==> src/rtl/coherence_bus_ctrl.sv <==
// ---------------------------------------------------------------------------
// coherence_bus_ctrl
//   Snooping memory bus controller between NCORES private L1 caches and one
//   shared RAM port. Arbitrates writebacks, coherent fills, plain fills and
//   instruction fetches (in that priority order, round-robin within a class),
//   runs a one-cycle MSI snoop for coherent fills, and turns a dirty snoop
//   hit into a cache-to-cache transfer with a concurrent RAM writeback.
//
// Ports
//   CLK, nRST                clock, asynchronous active-low reset
//   iREN/iaddr               per-core instruction fetch request / address
//   iwait/iload              per-core fetch stall (low = data valid) / data
//   dREN/dWEN/daddr/dstore   per-core dcache fill / writeback request
//   cctrans/ccwrite          coherent-fill marker / write intent or dirty flag
//   dwait/dload              per-core dcache stall (low = word done) / data
//   ccwait/ccinv/ccsnoopaddr snoop stall, invalidate, snoop address
//   ramREN/ramWEN/ramaddr/ramstore/ramload/ramstate  shared RAM port
// ---------------------------------------------------------------------------
module coherence_bus_ctrl #(
    parameter int NCORES   = 2,
    parameter int BLKWORDS = 2
) (
    input  logic                   CLK,
    input  logic                   nRST,
    input  logic [NCORES-1:0]      iREN,
    input  logic [32*NCORES-1:0]   iaddr,
    output logic [NCORES-1:0]      iwait,
    output logic [32*NCORES-1:0]   iload,
    input  logic [NCORES-1:0]      dREN,
    input  logic [NCORES-1:0]      dWEN,
    input  logic [32*NCORES-1:0]   daddr,
    input  logic [32*NCORES-1:0]   dstore,
    input  logic [NCORES-1:0]      cctrans,
    input  logic [NCORES-1:0]      ccwrite,
    output logic [NCORES-1:0]      dwait,
    output logic [32*NCORES-1:0]   dload,
    output logic [NCORES-1:0]      ccwait,
    output logic [NCORES-1:0]      ccinv,
    output logic [32*NCORES-1:0]   ccsnoopaddr,
    output logic                   ramREN,
    output logic                   ramWEN,
    output logic [31:0]            ramaddr,
    output logic [31:0]            ramstore,
    input  logic [31:0]            ramload,
    input  logic [1:0]             ramstate
);

    localparam int CW = (NCORES > 1) ? $clog2(NCORES) : 1;
    localparam int WW = (BLKWORDS > 1) ? $clog2(BLKWORDS) : 1;
    localparam logic [1:0] RAM_ACCESS = 2'd2;

    typedef enum logic [2:0] {IDLE, IFETCH, WB, SNOOP, MEMLD, C2C} state_t;

    state_t          state_reg;
    logic [CW-1:0]   rr_reg;
    logic [CW-1:0]   gnt_reg;
    logic [CW-1:0]   src_reg;
    logic [WW-1:0]   wcnt_reg;

    // Per-core word views of the flattened buses
    logic [31:0] iaddr_w  [NCORES];
    logic [31:0] daddr_w  [NCORES];
    logic [31:0] dstore_w [NCORES];
    logic [31:0] iload_w  [NCORES];
    logic [31:0] dload_w  [NCORES];
    logic [31:0] snoop_w  [NCORES];

    generate
        for (genvar gi = 0; gi < NCORES; gi++) begin : g_unpack
            assign iaddr_w[gi]               = iaddr[32*gi +: 32];
            assign daddr_w[gi]               = daddr[32*gi +: 32];
            assign dstore_w[gi]              = dstore[32*gi +: 32];
            assign iload[32*gi +: 32]        = iload_w[gi];
            assign dload[32*gi +: 32]        = dload_w[gi];
            assign ccsnoopaddr[32*gi +: 32]  = snoop_w[gi];
        end
    endgenerate

    // Returns {found, index}: first requester at or after ptr, wrapping.
    // Scanning offsets downwards lets the smallest offset win last.
    function automatic logic [CW:0] rr_pick(input logic [NCORES-1:0] req,
                                            input logic [CW-1:0]     ptr);
        logic [CW:0] res;
        int          idx;
        res = '0;
        for (int i = NCORES - 1; i >= 0; i--) begin
            idx = int'(ptr) + i;
            if (idx >= NCORES) idx = idx - NCORES;
            if (req[idx]) res = {1'b1, idx[CW-1:0]};
        end
        return res;
    endfunction

    function automatic logic [CW-1:0] next_core(input logic [CW-1:0] c);
        if (c == CW'(NCORES - 1)) return '0;
        return c + CW'(1);
    endfunction

    logic [CW:0] wb_pick, cf_pick, pf_pick, if_pick;
    logic        dirty_found;
    logic [CW-1:0] dirty_idx;
    logic        access;
    logic        last_word;

    assign access    = (ramstate == RAM_ACCESS);
    assign last_word = (wcnt_reg == WW'(BLKWORDS - 1));

    always_comb begin
        wb_pick = rr_pick(dWEN, rr_reg);
        cf_pick = rr_pick(dREN & cctrans, rr_reg);
        pf_pick = rr_pick(dREN & ~cctrans, rr_reg);
        if_pick = rr_pick(iREN, rr_reg);
    end

    // Lowest-indexed snooper reporting a dirty copy supplies the block
    always_comb begin
        dirty_found = 1'b0;
        dirty_idx   = '0;
        for (int k = NCORES - 1; k >= 0; k--) begin
            if (k != int'(gnt_reg) && ccwrite[k]) begin
                dirty_found = 1'b1;
                dirty_idx   = CW'(k);
            end
        end
    end

    always_ff @(posedge CLK or negedge nRST) begin
        if (!nRST) begin
            state_reg <= IDLE;
            rr_reg    <= '0;
            gnt_reg   <= '0;
            src_reg   <= '0;
            wcnt_reg  <= '0;
        end else begin
            case (state_reg)
                IDLE: begin
                    wcnt_reg <= '0;
                    if (wb_pick[CW]) begin
                        state_reg <= WB;
                        gnt_reg   <= wb_pick[CW-1:0];
                        rr_reg    <= next_core(wb_pick[CW-1:0]);
                    end else if (cf_pick[CW]) begin
                        state_reg <= SNOOP;
                        gnt_reg   <= cf_pick[CW-1:0];
                        rr_reg    <= next_core(cf_pick[CW-1:0]);
                    end else if (pf_pick[CW]) begin
                        state_reg <= MEMLD;
                        gnt_reg   <= pf_pick[CW-1:0];
                        rr_reg    <= next_core(pf_pick[CW-1:0]);
                    end else if (if_pick[CW]) begin
                        state_reg <= IFETCH;
                        gnt_reg   <= if_pick[CW-1:0];
                        rr_reg    <= next_core(if_pick[CW-1:0]);
                    end
                end
                IFETCH: begin
                    if (access) state_reg <= IDLE;
                end
                SNOOP: begin
                    if (dirty_found) begin
                        src_reg   <= dirty_idx;
                        state_reg <= C2C;
                    end else begin
                        state_reg <= MEMLD;
                    end
                end
                WB, MEMLD, C2C: begin
                    if (access) begin
                        wcnt_reg <= wcnt_reg + WW'(1);
                        if (last_word) state_reg <= IDLE;
                    end
                end
                default: state_reg <= IDLE;
            endcase
        end
    end

    always_comb begin
        iwait    = '1;
        dwait    = '1;
        ccwait   = '0;
        ccinv    = '0;
        ramREN   = 1'b0;
        ramWEN   = 1'b0;
        ramaddr  = '0;
        ramstore = '0;
        for (int k = 0; k < NCORES; k++) begin
            iload_w[k] = '0;
            dload_w[k] = '0;
            snoop_w[k] = '0;
        end
        case (state_reg)
            IFETCH: begin
                ramREN  = 1'b1;
                ramaddr = iaddr_w[gnt_reg];
                if (access) begin
                    iwait[gnt_reg]   = 1'b0;
                    iload_w[gnt_reg] = ramload;
                end
            end
            WB: begin
                ramWEN   = 1'b1;
                ramaddr  = daddr_w[gnt_reg];
                ramstore = dstore_w[gnt_reg];
                if (access) dwait[gnt_reg] = 1'b0;
            end
            SNOOP: begin
                for (int k = 0; k < NCORES; k++) begin
                    if (k != int'(gnt_reg)) begin
                        ccwait[k]  = 1'b1;
                        ccinv[k]   = ccwrite[gnt_reg];
                        snoop_w[k] = daddr_w[gnt_reg];
                    end
                end
            end
            MEMLD: begin
                ramREN  = 1'b1;
                ramaddr = daddr_w[gnt_reg];
                if (access) begin
                    dwait[gnt_reg]   = 1'b0;
                    dload_w[gnt_reg] = ramload;
                end
            end
            C2C: begin
                // Dirty owner feeds the requester and RAM in the same cycle
                for (int k = 0; k < NCORES; k++) begin
                    if (k != int'(gnt_reg)) ccwait[k] = 1'b1;
                end
                ramWEN           = 1'b1;
                ramaddr          = daddr_w[src_reg];
                ramstore         = dstore_w[src_reg];
                dload_w[gnt_reg] = dstore_w[src_reg];
                if (access) begin
                    dwait[gnt_reg] = 1'b0;
                    dwait[src_reg] = 1'b0;
                end
            end
            default: ;
        endcase
    end

endmodule

==> config.mk <==
export PLATFORM = sky130hd
export DESIGN_NAME = coherence_bus_ctrl
export DESIGN_NICKNAME = d
export VERILOG_FILES = /design/src/rtl/coherence_bus_ctrl.sv
export SDC_FILE = /design/constraint.sdc
export NUM_CORES = 1
export LEC_CHECK = 0
export BUFFER_PORTS_ARGS = -buffer_cell sky130_fd_sc_hd__buf_2
export CORE_AREA = 2 2 196 198
export DETAILED_ROUTE_END_ITERATION = 8
export DIE_AREA = 0 0 198 200
export SYNTH_ARGS = -nofsm -noshare
export SYNTH_HDL_FRONTEND = slang
export SYNTH_SLANG_ARGS = --single-unit
==> constraint.sdc <==
create_clock -name CLK -period 2.03 [get_ports CLK]
set_input_delay 0.1015 -clock CLK [delete_from_list [all_inputs] [get_ports CLK]]
set_output_delay 0.1015 -clock CLK [all_outputs]
set_load 0.05 [all_outputs]
==> out/qor.txt <==
Outcome: finished, violations left
Failing checks: setup timing
CP Buf/Inv Count: 4
Period utilisation layout: 100%
PortBufs: 503
Max reg flops: 3
Full die area: 39600 um2
Final Hold Fails: 0
Async set or reset register ratio after synthesis: 100%
H-Tree Depth: 1
Simple-gate share of the synthesized area: 35.1%
RSZ-0062 raised after global routing: yes
Number of synthesized flops with an enable pin: 0
Grt ovf: 0
Max FO, Critical Path: 34
Top delay family on crit path: buffers and inverters
Sum Neg Setup Slack: -0.0129 ns
CP max-delay cell: dfrtp_2
Xor/xnor share of the synthesized area: 0.383%
Fin nets: 1410
Post-synthesis register bit count: 7
Synth top area share: 28.2%
CTS buffer count: 3
CTS max path bufs: 2
Commonest cells in the netlist: and2_1, mux2i_1, nor2_1, nand2_1
Max Fclk: 491 MHz
Final setup fails: 5
Total GRT Usage: 14.9%
Final slew viol count: 0
Drt pass-1 iters: 5
Yosys warns: 0
Slack of the critical path: -0.00531 ns
I/O pin count: 504
Period minus WS final: 2.04 ns
Wire per inst: 20.6 um
Mux cell area share after synthesis: 36.1%
Fin cells: 1694
Critical-path cell list: nand3b_1 > buf_4 > buf_12 > o221ai_1 > buf_4 > buf_12
Cell Count Post-Placement: 1654
WP data required: 1.93 ns
Vias per cell: 4.40
Worst EP arrival: 1.93 ns
Clock Latency Late Sink: 0.24 ns
Post-Syn Area per Cell: 6.98 um2
CTS tree: done
Largest net degree at the start of global routing: 41
Leakage power: 5.09 nW
Core Area: 37400 um2
Area contributors post-synth: mux2i_1, and2_1, mux2_2
Worst setup SP type: flop
CP peak stage delay: 0.46 ns
CTS Root Cell: clkbuf_16
Setup slack, reg-to-reg: 0.22 ns
Layout area overhead: 133%
DIE HEIGHT: 200 um
Number of remaining DRC errors: 0
Post-synthesis cell area: 4580 um2
Clk slew on worst S/H paths: 0.04 ns
Remaining antenna violation count: 0
Rows: 71
Synth cell types: 43
Vias: 7449
Share of layout cells above drive strength 1: 64.1%
Compound-cell area share of the yosys netlist: 17.6%
Syn_nets: 894
Starting Density: 12.2%
Die width: 198 um
Skew final: 0.00117 ns
Maximum vdd ir drop: 0.763 mV
Placer congestion estimate: 0.890
DR iter-0 viols: 238
Worst setup EP type: output pin
# clock sinks: 7
Slew @ Worst Pin: 0.520 ns
Post-Synthesis Cells: 656
Largest family of logic cells by synthesized area: multiplexers
Dpl hpwl: 26200 um
Setup CP Type: flop to output pin
Synth Area in Adders: 0.219%
Hold/Removal Path Class: input pin to flop
DRT Wirelength: 34800 um
Ys flop type: dfrtp_1
Worst slew margin: 64.3%
Area leader, netlist: mux2i_1
Initial antenna violation count: 15
Pwr per Cell Area: 1460 nW/um2
Vias in the first global route: 6905
Most common cell in the netlist: and2_1
MaxCap Viol Count: 0
Global-route wire length before repair: 43900 um
Sequential share of the synthesized area: 3.83%
cells in the final DEF, fill, tap and decap left out, drive strengths merged, types with 5 or more instances in the layout:
cell type    n
a21oi       35
buf        549
and2       131
inv          5
o221ai      32
diode       12
nor2b       35
mux2i      129
mux2        32
clkbuf      30
nand2       40
nor2        74
o22ai       34
dfrtp        7
path summary, 6_finish.rpt:
path                              start            to  cells after the start
min                          ccwrite[1]       src_reg                      2
min reg2reg                      rr_reg        rr_reg                      2
max reg2reg                state_reg[2]       gnt_reg                      6
max in group asynchronous          nRST       src_reg                      2
min in group asynchronous          nRST  state_reg[1]                      2
max                        state_reg[1]   ramaddr[26]                      6
per-stage QoR:
step | util [%] | setup slack [ns] | cell area, um2 | hold slack (ns) | total power [mW]
floorplan | - | -0.0767 | 4800 | -0.194 | 8.56
CTS | 25.5 | -0.00666 | 9530 | 0.172 | 14.6
detailed placement | 24.3 | -0.0324 | 9070 | -0.0489 | 13.9
global route | 28.5 | -0.0866 | 10600 | 0.194 | 16.2
finish | 28.5 | -0.00531 | 10700 | 0.164 | 15.5
global placement | 24.3 | 0.0121 | 9070 | -0.0480 | 13.9
power breakdown:
part | switching [mW] | internal, mW
sequential | 0.135 | 0.229
clock | 0.0854 | 0.262
combinational | 8.74 | 6.06
total | 8.96 | 6.55
cell families after synthesis:
family / count (synthesis)
AOI/OAI and AO/OA: 119
xor gates and xnor gates: 2
adders and majority gates: 1
buffers and inverters: 70
DFF: 7
muxes: 161
and+or+nand+nor: 296
cell type report:
type | count | area, um2
Fill cell | 3897 | 26700
Timing Repair Buffer | 576 | 5060
Multi-Input combinational cell | 579 | 4630
Tap cell | 511 | 639
Sequential cell | 7 | 186
Clock buffer | 4 | 78.8
Antenna cell | 12 | 30.0
Inverter | 5 | 18.8
routing by layer:
layer	routed length, um	vias up	global-route usage (%)
li1	-	3384	-
met2	17700	403	27.8
met4	1420	4	6.54
met5	26	-	0
met1	13400	3594	17.0
met3	2220	64	1.80
timing repair:
action                                  CTS  global route
hold buffers                              1             0
cloned                                    1             7
buffers inserted                          3            12
endpoints found under the setup margin  206           202
pin swaps                                 0             4
gates resized for setup                 114           294
endpoints found under the hold margin     7             0
(Power assumes the default switching activity.)
